### config.mk
export PLATFORM = sky130hd
export DESIGN_NAME = alu_seq
export DESIGN_NICKNAME = d
export VERILOG_FILES = /design/src/rtl/alu_pkg.sv /design/src/rtl/alu_iter_unit.sv /design/src/rtl/alu_seq.sv
export SDC_FILE = /design/constraint.sdc
export NUM_CORES = 1
export LEC_CHECK = 0
export CAP_MARGIN = 5
export CORE_MARGIN = 2
export CORE_UTILIZATION = 55
export CTS_BUF_LIST = sky130_fd_sc_hd__clkbuf_8
export DETAILED_ROUTE_END_ITERATION = 12
export DONT_BUFFER_PORTS = 1
export PLACE_DENSITY = 0.7
export SLEW_MARGIN = 20
export SYNTH_ARGS = -nofsm -noshare
export SYNTH_HDL_FRONTEND = slang
export SYNTH_SLANG_ARGS = --single-unit
export TNS_END_PERCENT = 100
### constraint.sdc
create_clock -name clk -period 6.2 [get_ports clk]
set_clock_uncertainty 0.1 [all_clocks]
set_input_delay 0.93 -clock clk [delete_from_list [all_inputs] [get_ports clk]]
set_output_delay 0.93 -clock clk [all_outputs]
set_load 0.01 [all_outputs]
### src/rtl/alu_pkg.sv
// rtl/alu_pkg.sv - opcode constants, FSM state type and opcode decode helpers for alu_seq
package alu_pkg;

  localparam logic [3:0] OP_AND  = 4'b0000;
  localparam logic [3:0] OP_OR   = 4'b0001;
  localparam logic [3:0] OP_ADD  = 4'b0010;
  localparam logic [3:0] OP_SUB  = 4'b0110;
  localparam logic [3:0] OP_SLT  = 4'b0111;
  localparam logic [3:0] OP_NOR  = 4'b1100;
  localparam logic [3:0] OP_NAND = 4'b1101;
  localparam logic [3:0] OP_MULU = 4'b1000;
  localparam logic [3:0] OP_DIVU = 4'b1001;
  localparam logic [3:0] OP_REMU = 4'b1010;

  typedef enum logic [1:0] {
    IDLE = 2'd0,
    ITER = 2'd1,
    DONE = 2'd2
  } alu_state_t;

  // True for every opcode the ALU implements
  function automatic logic is_legal(input logic [3:0] op);
    case (op)
      OP_AND, OP_OR, OP_ADD, OP_SUB, OP_SLT, OP_NOR, OP_NAND,
      OP_MULU, OP_DIVU, OP_REMU: is_legal = 1'b1;
      default:                   is_legal = 1'b0;
    endcase
  endfunction

  // True for the opcodes served by the iterative unit
  function automatic logic is_iter(input logic [3:0] op);
    is_iter = (op == OP_MULU) || (op == OP_DIVU) || (op == OP_REMU);
  endfunction

endpackage

### src/rtl/alu_iter_unit.sv
// rtl/alu_iter_unit.sv - one-bit-per-cycle shift-add multiplier and restoring divider
module alu_iter_unit
  import alu_pkg::*;
#(
  parameter int WIDTH = 32,
  parameter int CNT_W = $clog2(WIDTH) + 1
) (
  input  logic             clk,
  input  logic             rst_n,
  input  logic             start,
  input  logic [3:0]       op,
  input  logic [WIDTH-1:0] a,
  input  logic [WIDTH-1:0] b,
  output logic             done,
  output logic [WIDTH-1:0] lo,
  output logic             hi_nonzero
);

  // r_hi:r_lo is the 2*WIDTH accumulator. Multiply: r_lo starts as the
  // multiplier and is shifted out while the product fills in from the top.
  // Divide: r_hi is the partial remainder, r_lo shifts dividend out / quotient in.
  logic             r_busy;
  logic [CNT_W-1:0] r_cnt;
  logic [3:0]       r_op;
  logic [WIDTH-1:0] r_hi;
  logic [WIDTH-1:0] r_lo;
  logic [WIDTH-1:0] r_b;

  logic [WIDTH:0]   w_add;
  logic [WIDTH:0]   w_shift;
  logic [WIDTH:0]   w_diff;
  logic [WIDTH-1:0] w_hi_nxt;
  logic [WIDTH-1:0] w_lo_nxt;

  // Next accumulator value for one iteration of the selected algorithm
  always_comb begin
    w_add    = '0;
    w_shift  = '0;
    w_diff   = '0;
    w_hi_nxt = r_hi;
    w_lo_nxt = r_lo;
    if (r_op == OP_MULU) begin
      w_add    = {1'b0, r_hi} + (r_lo[0] ? {1'b0, r_b} : '0);
      w_hi_nxt = w_add[WIDTH:1];
      w_lo_nxt = {w_add[0], r_lo[WIDTH-1:1]};
    end else begin
      // remainder < divisor, so a set bit WIDTH of the difference means borrow
      w_shift = {r_hi, r_lo[WIDTH-1]};
      w_diff  = w_shift - {1'b0, r_b};
      if (!w_diff[WIDTH]) begin
        w_hi_nxt = w_diff[WIDTH-1:0];
        w_lo_nxt = {r_lo[WIDTH-2:0], 1'b1};
      end else begin
        w_hi_nxt = w_shift[WIDTH-1:0];
        w_lo_nxt = {r_lo[WIDTH-2:0], 1'b0};
      end
    end
  end

  // Outputs reflect the post-iteration value so the caller can register
  // the final answer on the same edge as the last iteration
  assign done       = r_busy && (r_cnt == CNT_W'(WIDTH - 1));
  assign lo         = (r_op == OP_REMU) ? w_hi_nxt : w_lo_nxt;
  assign hi_nonzero = |w_hi_nxt;

  // Load operands on start, then step once per cycle for WIDTH cycles
  always_ff @(posedge clk) begin
    if (!rst_n) begin
      r_busy <= 1'b0;
      r_cnt  <= '0;
      r_op   <= OP_MULU;
      r_hi   <= '0;
      r_lo   <= '0;
      r_b    <= '0;
    end else if (start) begin
      r_busy <= 1'b1;
      r_cnt  <= '0;
      r_op   <= op;
      r_hi   <= '0;
      r_lo   <= a;
      r_b    <= b;
    end else if (r_busy) begin
      r_hi   <= w_hi_nxt;
      r_lo   <= w_lo_nxt;
      r_cnt  <= r_cnt + 1'b1;
      if (done) begin
        r_busy <= 1'b0;
      end
    end
  end

endmodule

### src/rtl/alu_seq.sv
// rtl/alu_seq.sv - multi-cycle ALU with valid/ready handshakes and held registered result
module alu_seq
  import alu_pkg::*;
#(
  parameter int WIDTH = 32,
  parameter int CNT_W = $clog2(WIDTH) + 1
) (
  input  logic             clk,
  input  logic             rst_n,
  input  logic             in_valid,
  output logic             in_ready,
  input  logic [WIDTH-1:0] src1,
  input  logic [WIDTH-1:0] src2,
  input  logic [3:0]       ALU_control,
  output logic             out_valid,
  input  logic             out_ready,
  output logic [WIDTH-1:0] result,
  output logic             zero,
  output logic             cout,
  output logic             overflow,
  output logic             illegal
);

  alu_state_t       r_state;
  logic [3:0]       r_op;
  logic [WIDTH-1:0] r_result;
  logic             r_zero;
  logic             r_cout;
  logic             r_ovf;
  logic             r_illegal;

  logic [WIDTH-1:0] w_b_add;
  logic [WIDTH:0]   w_sum;
  logic             w_carry_msb;
  logic             w_slt;
  logic [WIDTH-1:0] w_res;
  logic             w_cout;
  logic             w_ovf;
  logic             w_illegal;
  logic             w_go_iter;
  logic             w_start;
  logic             w_done;
  logic [WIDTH-1:0] w_iter_lo;
  logic             w_iter_hi_nz;

  // Single-cycle result and flags, plus divide-by-zero shortcuts
  always_comb begin
    w_b_add     = (ALU_control == OP_SUB) ? ~src2 : src2;
    w_sum       = {1'b0, src1} + {1'b0, w_b_add} + {{WIDTH{1'b0}}, (ALU_control == OP_SUB)};
    w_carry_msb = src1[WIDTH-1] ^ w_b_add[WIDTH-1] ^ w_sum[WIDTH-1];
    w_slt       = $signed(src1) < $signed(src2);
    w_illegal   = !is_legal(ALU_control);
    w_res       = '0;
    w_cout      = 1'b0;
    w_ovf       = 1'b0;
    case (ALU_control)
      OP_AND:  w_res = src1 & src2;
      OP_OR:   w_res = src1 | src2;
      OP_NOR:  w_res = ~(src1 | src2);
      OP_NAND: w_res = ~(src1 & src2);
      OP_ADD, OP_SUB: begin
        w_res  = w_sum[WIDTH-1:0];
        w_cout = w_sum[WIDTH];
        w_ovf  = w_carry_msb ^ w_sum[WIDTH];
      end
      OP_SLT:  w_res = {{(WIDTH-1){1'b0}}, w_slt};
      OP_DIVU: w_res = '1;
      OP_REMU: w_res = src1;
      default: w_res = '0;
    endcase
  end

  // A zero divisor is answered immediately instead of iterating
  assign w_go_iter = is_iter(ALU_control) && ((ALU_control == OP_MULU) || (src2 != '0));
  assign w_start   = (r_state == IDLE) && in_valid && w_go_iter;

  alu_iter_unit #(
    .WIDTH (WIDTH),
    .CNT_W (CNT_W)
  ) u_iter (
    .clk        (clk),
    .rst_n      (rst_n),
    .start      (w_start),
    .op         (ALU_control),
    .a          (src1),
    .b          (src2),
    .done       (w_done),
    .lo         (w_iter_lo),
    .hi_nonzero (w_iter_hi_nz)
  );

  // Control FSM: accept in IDLE, wait for the iterative unit, hold result in DONE
  always_ff @(posedge clk) begin
    if (!rst_n) begin
      r_state   <= IDLE;
      r_op      <= OP_AND;
      r_result  <= '0;
      r_zero    <= 1'b0;
      r_cout    <= 1'b0;
      r_ovf     <= 1'b0;
      r_illegal <= 1'b0;
    end else begin
      case (r_state)
        IDLE: begin
          if (in_valid) begin
            r_op <= ALU_control;
            if (w_go_iter) begin
              r_state <= ITER;
            end else begin
              r_result  <= w_res;
              r_zero    <= (w_res == '0);
              r_cout    <= w_cout;
              r_ovf     <= w_ovf;
              r_illegal <= w_illegal;
              r_state   <= DONE;
            end
          end
        end
        ITER: begin
          if (w_done) begin
            r_result  <= w_iter_lo;
            r_zero    <= (w_iter_lo == '0);
            r_cout    <= 1'b0;
            r_ovf     <= (r_op == OP_MULU) && w_iter_hi_nz;
            r_illegal <= 1'b0;
            r_state   <= DONE;
          end
        end
        DONE: begin
          if (out_ready) begin
            r_state <= IDLE;
          end
        end
        default: r_state <= IDLE;
      endcase
    end
  end

  assign in_ready  = (r_state == IDLE);
  assign out_valid = (r_state == DONE);
  assign result    = r_result;
  assign zero      = r_zero;
  assign cout      = r_cout;
  assign overflow  = r_ovf;
  assign illegal   = r_illegal;

endmodule

==> metrics <==
P per Cell Area 189 nW/um^2; Cells after Synth 2312; Tot Pwr 3.28 mW; H-Tree Depth 4; num ports 110; Root Buffer clkbuf_8; area leader, netlist dfxtp_1; fin crit share 0.936; RePlAce Congestion 1.01; post-synth top area share 0.178; syn nets 2587; hold_buf cts 0; antenna-violating nets left 0; hold slack 357 ps; sink of the worst hold path u_iter.r_op[3]; status finished clean; Layout area overhead 3.77%; DP Wirelength 50400 um; Slew HR 0.264; die area 31900 um^2; Post-synth EDFFs 0; register area 2990 um^2; pin count of the biggest net entering global routing 72; Initial Util 0.562; WL/cell 24.6 um; setup total negative slack 0 ps; vias in the first global route 16186; Final Core Density 0.583; Final setup viols 0; grt ovf 0; final wirelength 64800 um; RR Startpoint u_iter.r_lo[31]; CP required 6470 ps; fin worst setup slack 400 ps; Multi-input gate area 12800 um^2; arrival time worst endpoint 6070 ps; Worst Hold Launch u_iter.r_op[3]; register area share after synthesis 0.178; drt initial violations 2018; Max FO, Critical Path 17; Cell Area, Synth 16800 um^2; worst reg-to-reg setup slack 400 ps; most common cell in the netlist nand2_1; Worst-path clk slew 100 ps; pins over their slew limit 0; first-pass GRT wire length 96400 um; initial antenna violation count 0; top achievable clock speed 172 MHz; First-pass DRT Iterations 5; Post-DP Area 17000 um^2; total number of vias 17577; post-synth cell types 91; Die Wd 179 um; min Tclk post-route 5800 ps; Reg-to-Reg End overflow; Core Footprint 29900 um^2; hold crit path type reg -> reg; Leak 7.41 nW; setup repair bufs after CTS 0; Num CTS Buffers 17; Main synth FF type dfxtp_1; Worst-Margin Slew 1100 ps; CTS tree yes; Max VDD drop 0.000180 V; vias per cell 6.69; Max Cap Viol 0; clock sink total 149; Port-buffer cells 0; worst skew pair latency 480 ps; Setup Slack @ Placement 397 ps; top cells by count, synth nand2_1, a21oi_1, ha_1; Max clock buf depth 2; Nets 2500; Final Hold Viols 0; fraction of layout cells with a size suffix above 1 0.0442; critical path type reg -> reg; n_diodes 0; Fillers 2889; Die Y 179 um; Worst R2R Path Depth 17; Hold Crit Depth 1; YS warnings 0; post_cts resized 0; crit end category register; RSZ-0062 raised after global routing false; detailed-route DRC error count 0; Startpoint Class register; top cells by area, synth dfxtp_1, ha_1, a21oi_1; Final Non-Filler Cells 2628; DP Cell Count 2596; design area 17400 um^2; syn avg cell area 7.26 um^2; # rows 63; GRT Total Usage 0.398; Yosys reg bits 149; FFs w/ async S/R, synth 0
critical path, stage by stage (launching register included):
cell	delay, ps
dfxtp_1	380
inv_1	70
ha_1	160
inv_1	50
fa_1	430
a211oi_1	380
o2111ai_1	150
buf_4	170
nand3_1	210
a311oi_4	180
o21a_4	300
nor2_4	520
mux2i_1	720
a21oi_1	190
a221o_1	300
or4_1	490
or4_1	590
a32o_1	270
sequential cells by signal, summed over array words and instances, names as in the netlist:
register / count
cout: 1
zero: 1
r_state: 2
result: 32
u_iter.r_cnt: 6
u_iter.r_b: 32
r_op: 4
u_iter.r_op: 4
u_iter.r_busy: 1
overflow: 1
u_iter.r_hi: 32
u_iter.r_lo: 32
illegal: 1
cell usage in the layout (no fill, tap or decap), drive strengths merged, types with 42 or more instances in the layout:
master / n
o211ai: 54
a22oi: 45
nand2: 315
nor2: 155
a211oi: 43
xnor2: 79
o21ai: 97
mux2i: 78
a21oi: 263
and2: 55
dfxtp: 149
ha: 200
inv: 139
a21o: 51
nor3: 42
routing by layer:
| metal | part of all wire | vias to the layer above | global-route usage |
|---|---|---|---|
| met2 | 0.45 | 941 | 0.640 |
| met5 | 0 | - | 0 |
| met4 | 0.047 | 0 | 0.167 |
| li1 | - | 8205 | - |
| met3 | 0.092 | 152 | 0.0662 |
| met1 | 0.42 | 8279 | 0.529 |
cell families after synthesis:
| family | synth area share |
|---|---|
| AO/OA/AOI/OAI | 0.297 |
| XOR/XNOR | 0.0569 |
| adder cells (fa/ha/maj) | 0.153 |
| buffers and inverters | 0.0629 |
| flip-flops | 0.178 |
| multiplexers | 0.0479 |
| AND/OR/NAND/NOR | 0.205 |
how the worst max path moves through the flow:
stage	start	end	slack (ps)	cells past startpoint
3_5_place_dp	ALU_control[0]	zero	400	17
5_1_grt	u_iter.r_lo[31]	overflow	370	17
3_3_place_gp	ALU_control[0]	zero	470	17
4_1_cts	u_iter.r_lo[31]	overflow	530	17
2_1_floorplan	ALU_control[2]	zero	650	18
6_report	u_iter.r_lo[31]	overflow	400	17
final cells by class:
type,count,area share
Clock buffer,19,0.0150
Clock inverter,13,0.00840
Inverter,137,0.0296
Multi-Input combinational cell,1888,0.734
Sequential cell,149,0.171
Tap cell,390,0.0280
Timing Repair Buffer,32,0.0138
power by group:
| part | total, mW | internal, mW | switching (mW) | leakage [nW] |
|---|---|---|---|---|
| registers | 1.06 | 1.00 | 0.0594 | 1.21 |
| logic | 1.39 | 0.506 | 0.882 | 6.01 |
| clock network | 0.833 | 0.384 | 0.449 | 0.192 |
Note: power is estimated with default switching activity, not from simulation.
